<file path="config.mk">
export PLATFORM = sky130hd
export DESIGN_NAME = bcd_seq_ctrl
export DESIGN_NICKNAME = d
export VERILOG_FILES = /design/src/rtl/bcd_pkg.sv /design/src/rtl/bcd_digit_adj.sv /design/src/rtl/bcd_seq_ctrl.sv
export SDC_FILE = /design/constraint.sdc
export NUM_CORES = 1
export LEC_CHECK = 0
export CAP_MARGIN = 30
export CORE_UTILIZATION = 45
export CTS_CLUSTER_SIZE = 8
export DETAILED_ROUTE_END_ITERATION = 16
export GPL_TIMING_DRIVEN = 1
export PLACE_DENSITY = 0.71
export SETUP_SLACK_MARGIN = 0.15
export SLEW_MARGIN = 15
export SYNTH_ARGS = -nofsm -noshare
export SYNTH_HDL_FRONTEND = slang
export SYNTH_SLANG_ARGS = --single-unit
</file>
<file path="constraint.sdc">
create_clock -name clk -period 1.5 [get_ports clk]
set_input_delay 0.3 -clock clk [delete_from_list [all_inputs] [get_ports clk]]
set_output_delay 0.3 -clock clk [all_outputs]
set_load 0.03 [all_outputs]
</file>
<file path="src/rtl/bcd_pkg.sv">
// Shared types and constants for the sequential binary-to-BCD converter.
package bcd_pkg;

    typedef enum logic [1:0] {
        IDLE  = 2'd0,
        SHIFT = 2'd1,
        DONE  = 2'd2
    } state_t;

    localparam int N_STEPS = 8;

    typedef logic [3:0] bcd_digit_t;

endpackage

</file>
<file path="src/rtl/bcd_digit_adj.sv">
// Double-dabble correction for one BCD digit: add 3 when the digit is 5 or more,
// so the following left shift carries correctly into the next decade.
module bcd_digit_adj
    import bcd_pkg::*;
(
    input  bcd_digit_t din,
    output bcd_digit_t dout
);

    always_comb begin
        dout = din;
        if (din >= 4'd5) dout = din + 4'd3;
    end

endmodule

</file>
<file path="src/rtl/bcd_seq_ctrl.sv">
// Sequential 8-bit binary to 3-digit BCD converter (shift-and-add-3), one bit per cycle,
// with a valid/ready request port and a valid/ready result port.
module bcd_seq_ctrl
    import bcd_pkg::*;
(
    input  logic       clk,
    input  logic       rst,
    input  logic       in_valid,
    output logic       in_ready,
    input  logic [7:0] binary_in,
    output logic       out_valid,
    input  logic       out_ready,
    output bcd_digit_t hundreds,
    output bcd_digit_t tens,
    output bcd_digit_t units
);

    localparam logic [2:0] LAST_STEP = 3'(N_STEPS - 1);

    state_t      state, state_nxt;
    logic [7:0]  shift_reg;
    logic [11:0] digits;
    logic [2:0]  step;
    logic [11:0] digits_adj;
    logic [19:0] shifted;
    logic        last_step;

    for (genvar g = 0; g < 3; g++) begin : g_adj
        bcd_digit_adj u_adj (
            .din  (digits[g*4 +: 4]),
            .dout (digits_adj[g*4 +: 4])
        );
    end

    assign shifted   = {digits_adj, shift_reg} << 1;
    assign last_step = (step == LAST_STEP);

    assign in_ready  = (state == IDLE);
    assign out_valid = (state == DONE);

    always_ff @(posedge clk) begin
        if (rst) state <= IDLE;
        else     state <= state_nxt;
    end

    always_comb begin
        state_nxt = state;
        case (state)
            IDLE:    if (in_valid)  state_nxt = SHIFT;
            SHIFT:   if (last_step) state_nxt = DONE;
            DONE:    if (out_ready) state_nxt = IDLE;
            default: state_nxt = IDLE;
        endcase
    end

    // Result registers only move on the final shift, so they hold the previous
    // answer throughout IDLE and SHIFT.
    always_ff @(posedge clk) begin
        if (rst) begin
            shift_reg <= '0;
            digits    <= '0;
            step      <= '0;
            hundreds  <= '0;
            tens      <= '0;
            units     <= '0;
        end else begin
            case (state)
                IDLE: begin
                    if (in_valid) begin
                        shift_reg <= binary_in;
                        digits    <= '0;
                        step      <= '0;
                    end
                end
                SHIFT: begin
                    digits    <= shifted[19:8];
                    shift_reg <= shifted[7:0];
                    step      <= step + 3'd1;
                    if (last_step) begin
                        hundreds <= shifted[19:16];
                        tens     <= shifted[15:12];
                        units    <= shifted[11:8];
                    end
                end
                default: ;
            endcase
        end
    end

endmodule

</file>
==> flow_metrics.tcl <==
set metrics [dict create \
    drt_iter0_markers 105 \
    synthCells 200 \
    clockBufferDepth 2 \
    dp_hpwl_um 2754 \
    overflow 0 \
    io_pins 26 \
    cp.arrival_ps 1580 \
    dr.pass1.iters 4 \
    setup_tns_ps 0 \
    grt_start_max_net_pins 23 \
    antenna_found_initial 0 \
    min_from "step[0]" \
    fin_nets 269 \
    slowest_delay_ps 340 \
    via_count 1659 \
    cts-root-buf "clkbuf_8" \
    viasPerCell 5.567 \
    start_util 0.4706 \
    design_area_mm2 0.002651 \
    cts_tree "built" \
    ys_warn_count 0 \
    fin_cells 298 \
    place_congestion 0.8136 \
    whs_endpoint "step[0]" \
    antenna_left 0 \
    diodes 0 \
    drc 0 \
    synth.distinct_cells 30 \
    core_area_mm2 0.003661 \
    syn-num-nets 220 \
    hold_path_class "flip-flop to flip-flop" \
    crit_chain "inv_2, ha_4, nand2b_4, a21oi_4, mux2_4, o21ai_2" \
    crit_path_start_kind "flip-flop" \
    cts.sinks 37 \
    syn_avg_cell_area_um2 8.615 \
    die_h_um 63.88 \
    fin_skew_ps 6.391 \
    grt_pass1_vias 1524 \
    clk_pin_slew_ps 70 \
    r2r_slack_ps 130 \
    status "complete, no violations" \
    drv_slew 0 \
    max_freq_mhz 731.8 \
    path_buf_inv 1 \
    h-tree-depth 2 \
    syn_area_mm2 0.001723 \
    utilization 0.7242 \
    cap_violations 0 \
    final_common_cell "nor2_1" \
    crit_fanout 3 \
    r2r-start "digits[1]" \
    finalSetupViolCount 0 \
    synth_seq_cells 37 \
    period_needed_ps 1366 \
    worstMarginPinSlew_ps 302.1 \
    yosysSeqAreaShare 0.4299 \
    leakage_nw 1.003 \
    finalCritPeriodShare 0.9110 \
    wl_per_cell_um 14.88 \
    final-hold-violation-count 0 \
    clock_latency_ps 280 \
    holdBufCountCts 0 \
    die_x_um 63.88 \
    critPathSlowestCell "mux2_4" \
    mostFrequentLayoutCells "30 x nor2_1, 25 x dfxtp_1, 23 x buf_4, 12 x a21oi_1" \
    crit_type "flip-flop to flip-flop" \
    fin_ws_ps 133.5 \
    crit_path_end_kind "flip-flop" \
    grt_pass1_wl_um 6893 \
    worstPathRequired_ps 1710 \
    finalPower_mw 2.148 \
    crit_family "multiplexers" \
    worstRegToRegCells 6 \
    hold_ws_ps 458.8 \
    grt_use_total 0.2202 \
    num-fill-cells 259 \
    io_buffers 25 \
    rows 22 \
    final_layout_size_suffix_gt1_frac 0.4040 \
    pre_cts_ws_ps -130.6 \
    syn_to_final_growth_pct 53.89 \
    dpl-instance-area_mm2 0.002126 \
    ir_drop_mv 0.5601 \
    r2r-end "digits[2]" \
    dieArea_mm2 0.004080 \
    p_per_area_mw_per_mm2 810.2 \
    place_inst 275 \
    crit_start "digits[1]" \
    cts_inserted_buffers 5 \
    wl_um 4433 \
    whs_path_depth 1 \
    maxSlewHeadroom 0.7978 \
    rsz0062_at_grt "true" \
    largest_reg_flops 12 \
]
worst max-delay path by stage:
stage,endpoint,cells after the start,slack (ps)
floorplan,digits[2],6,150
global placement,digits[3],5,-70
detailed placement,digits[11],5,-130
CTS,out_valid,3,120
global route,digits[6],6,100
finish,digits[2],6,130
logic make-up after synthesis:
| logic type | count (synthesis) | share of synthesized area |
|---|---|---|
| xor+xnor | 3 | 0.01525 |
| simple gates | 82 | 0.2476 |
| mux | 3 | 0.01961 |
| compound gates | 47 | 0.1721 |
| flops | 37 | 0.4299 |
| fa+ha+maj | 8 | 0.05810 |
| buf+inv | 20 | 0.05737 |
report_power, final:
group	internal (mW)	total [mW]	switching [mW]
sequential	1.01	1.02	0.0174
clock	0.542	0.889	0.347
combinational	0.116	0.234	0.118
routing by layer:
layer  up-vias  global-route usage  wire (um)
met1       806              0.2636       1951
met5         -                   0          0
met3         9             0.06429        160
li1        804                   -          -
met4         0             0.08239         78
met2        40              0.3697       2243
cell type report:
type                       count  area (um2)  share of cell area
tap                           48       60.06             0.02265
sequential                    37       758.2              0.2860
clock buffer                   7       86.33             0.03256
inverter                       7       33.78             0.01274
multi-input combinational    143        1177              0.4441
clock inverter                 1       30.03             0.01133
timing repair buffer          55       505.5              0.1907
cells in the mapped netlist:
| cell type | count | area (um2) |
|---|---|---|
| nand3_1 | 3 | 15.01 |
| o32ai_1 | 5 | 43.79 |
| a32oi_1 | 1 | 8.760 |
| nand3b_1 | 9 | 67.56 |
| ha_1 | 8 | 100.1 |
| dfxtp_1 | 37 | 740.7 |
| nor3b_1 | 6 | 45.04 |
| a311oi_1 | 1 | 8.760 |
| nor2b_1 | 6 | 37.54 |
| mux2_2 | 3 | 33.78 |
| clkbuf_1 | 5 | 18.77 |
| xnor2_1 | 3 | 26.28 |
| a211oi_2 | 2 | 25.02 |
| a21oi_1 | 16 | 80.08 |
| a211oi_1 | 5 | 37.54 |
| and2b_1 | 1 | 7.510 |
| nor3_1 | 12 | 60.06 |
| nand2_2 | 1 | 6.260 |
| a22oi_1 | 3 | 22.52 |
| buf_2 | 3 | 15.01 |
| o21ai_0 | 14 | 70.07 |
| clkbuf_2 | 1 | 5.000 |
| nor2_1 | 31 | 116.4 |
| buf_6 | 1 | 11.26 |
| buf_4 | 3 | 22.52 |
| nand2_1 | 4 | 15.01 |
| inv_1 | 7 | 26.28 |
| and2_1 | 1 | 6.260 |
| or2_1 | 1 | 6.260 |
| nand2b_1 | 7 | 43.79 |
what timing repair did:
item / in CTS / in global routing
endpoints found under the hold margin: 0 / 0
resized for setup: 51 / 44
setup endpoints to repair: 30 / 33
buffers inserted: 9 / 6
pin swaps: 8 / 11
cloned: 0 / 0
(Power assumes the default switching activity.)
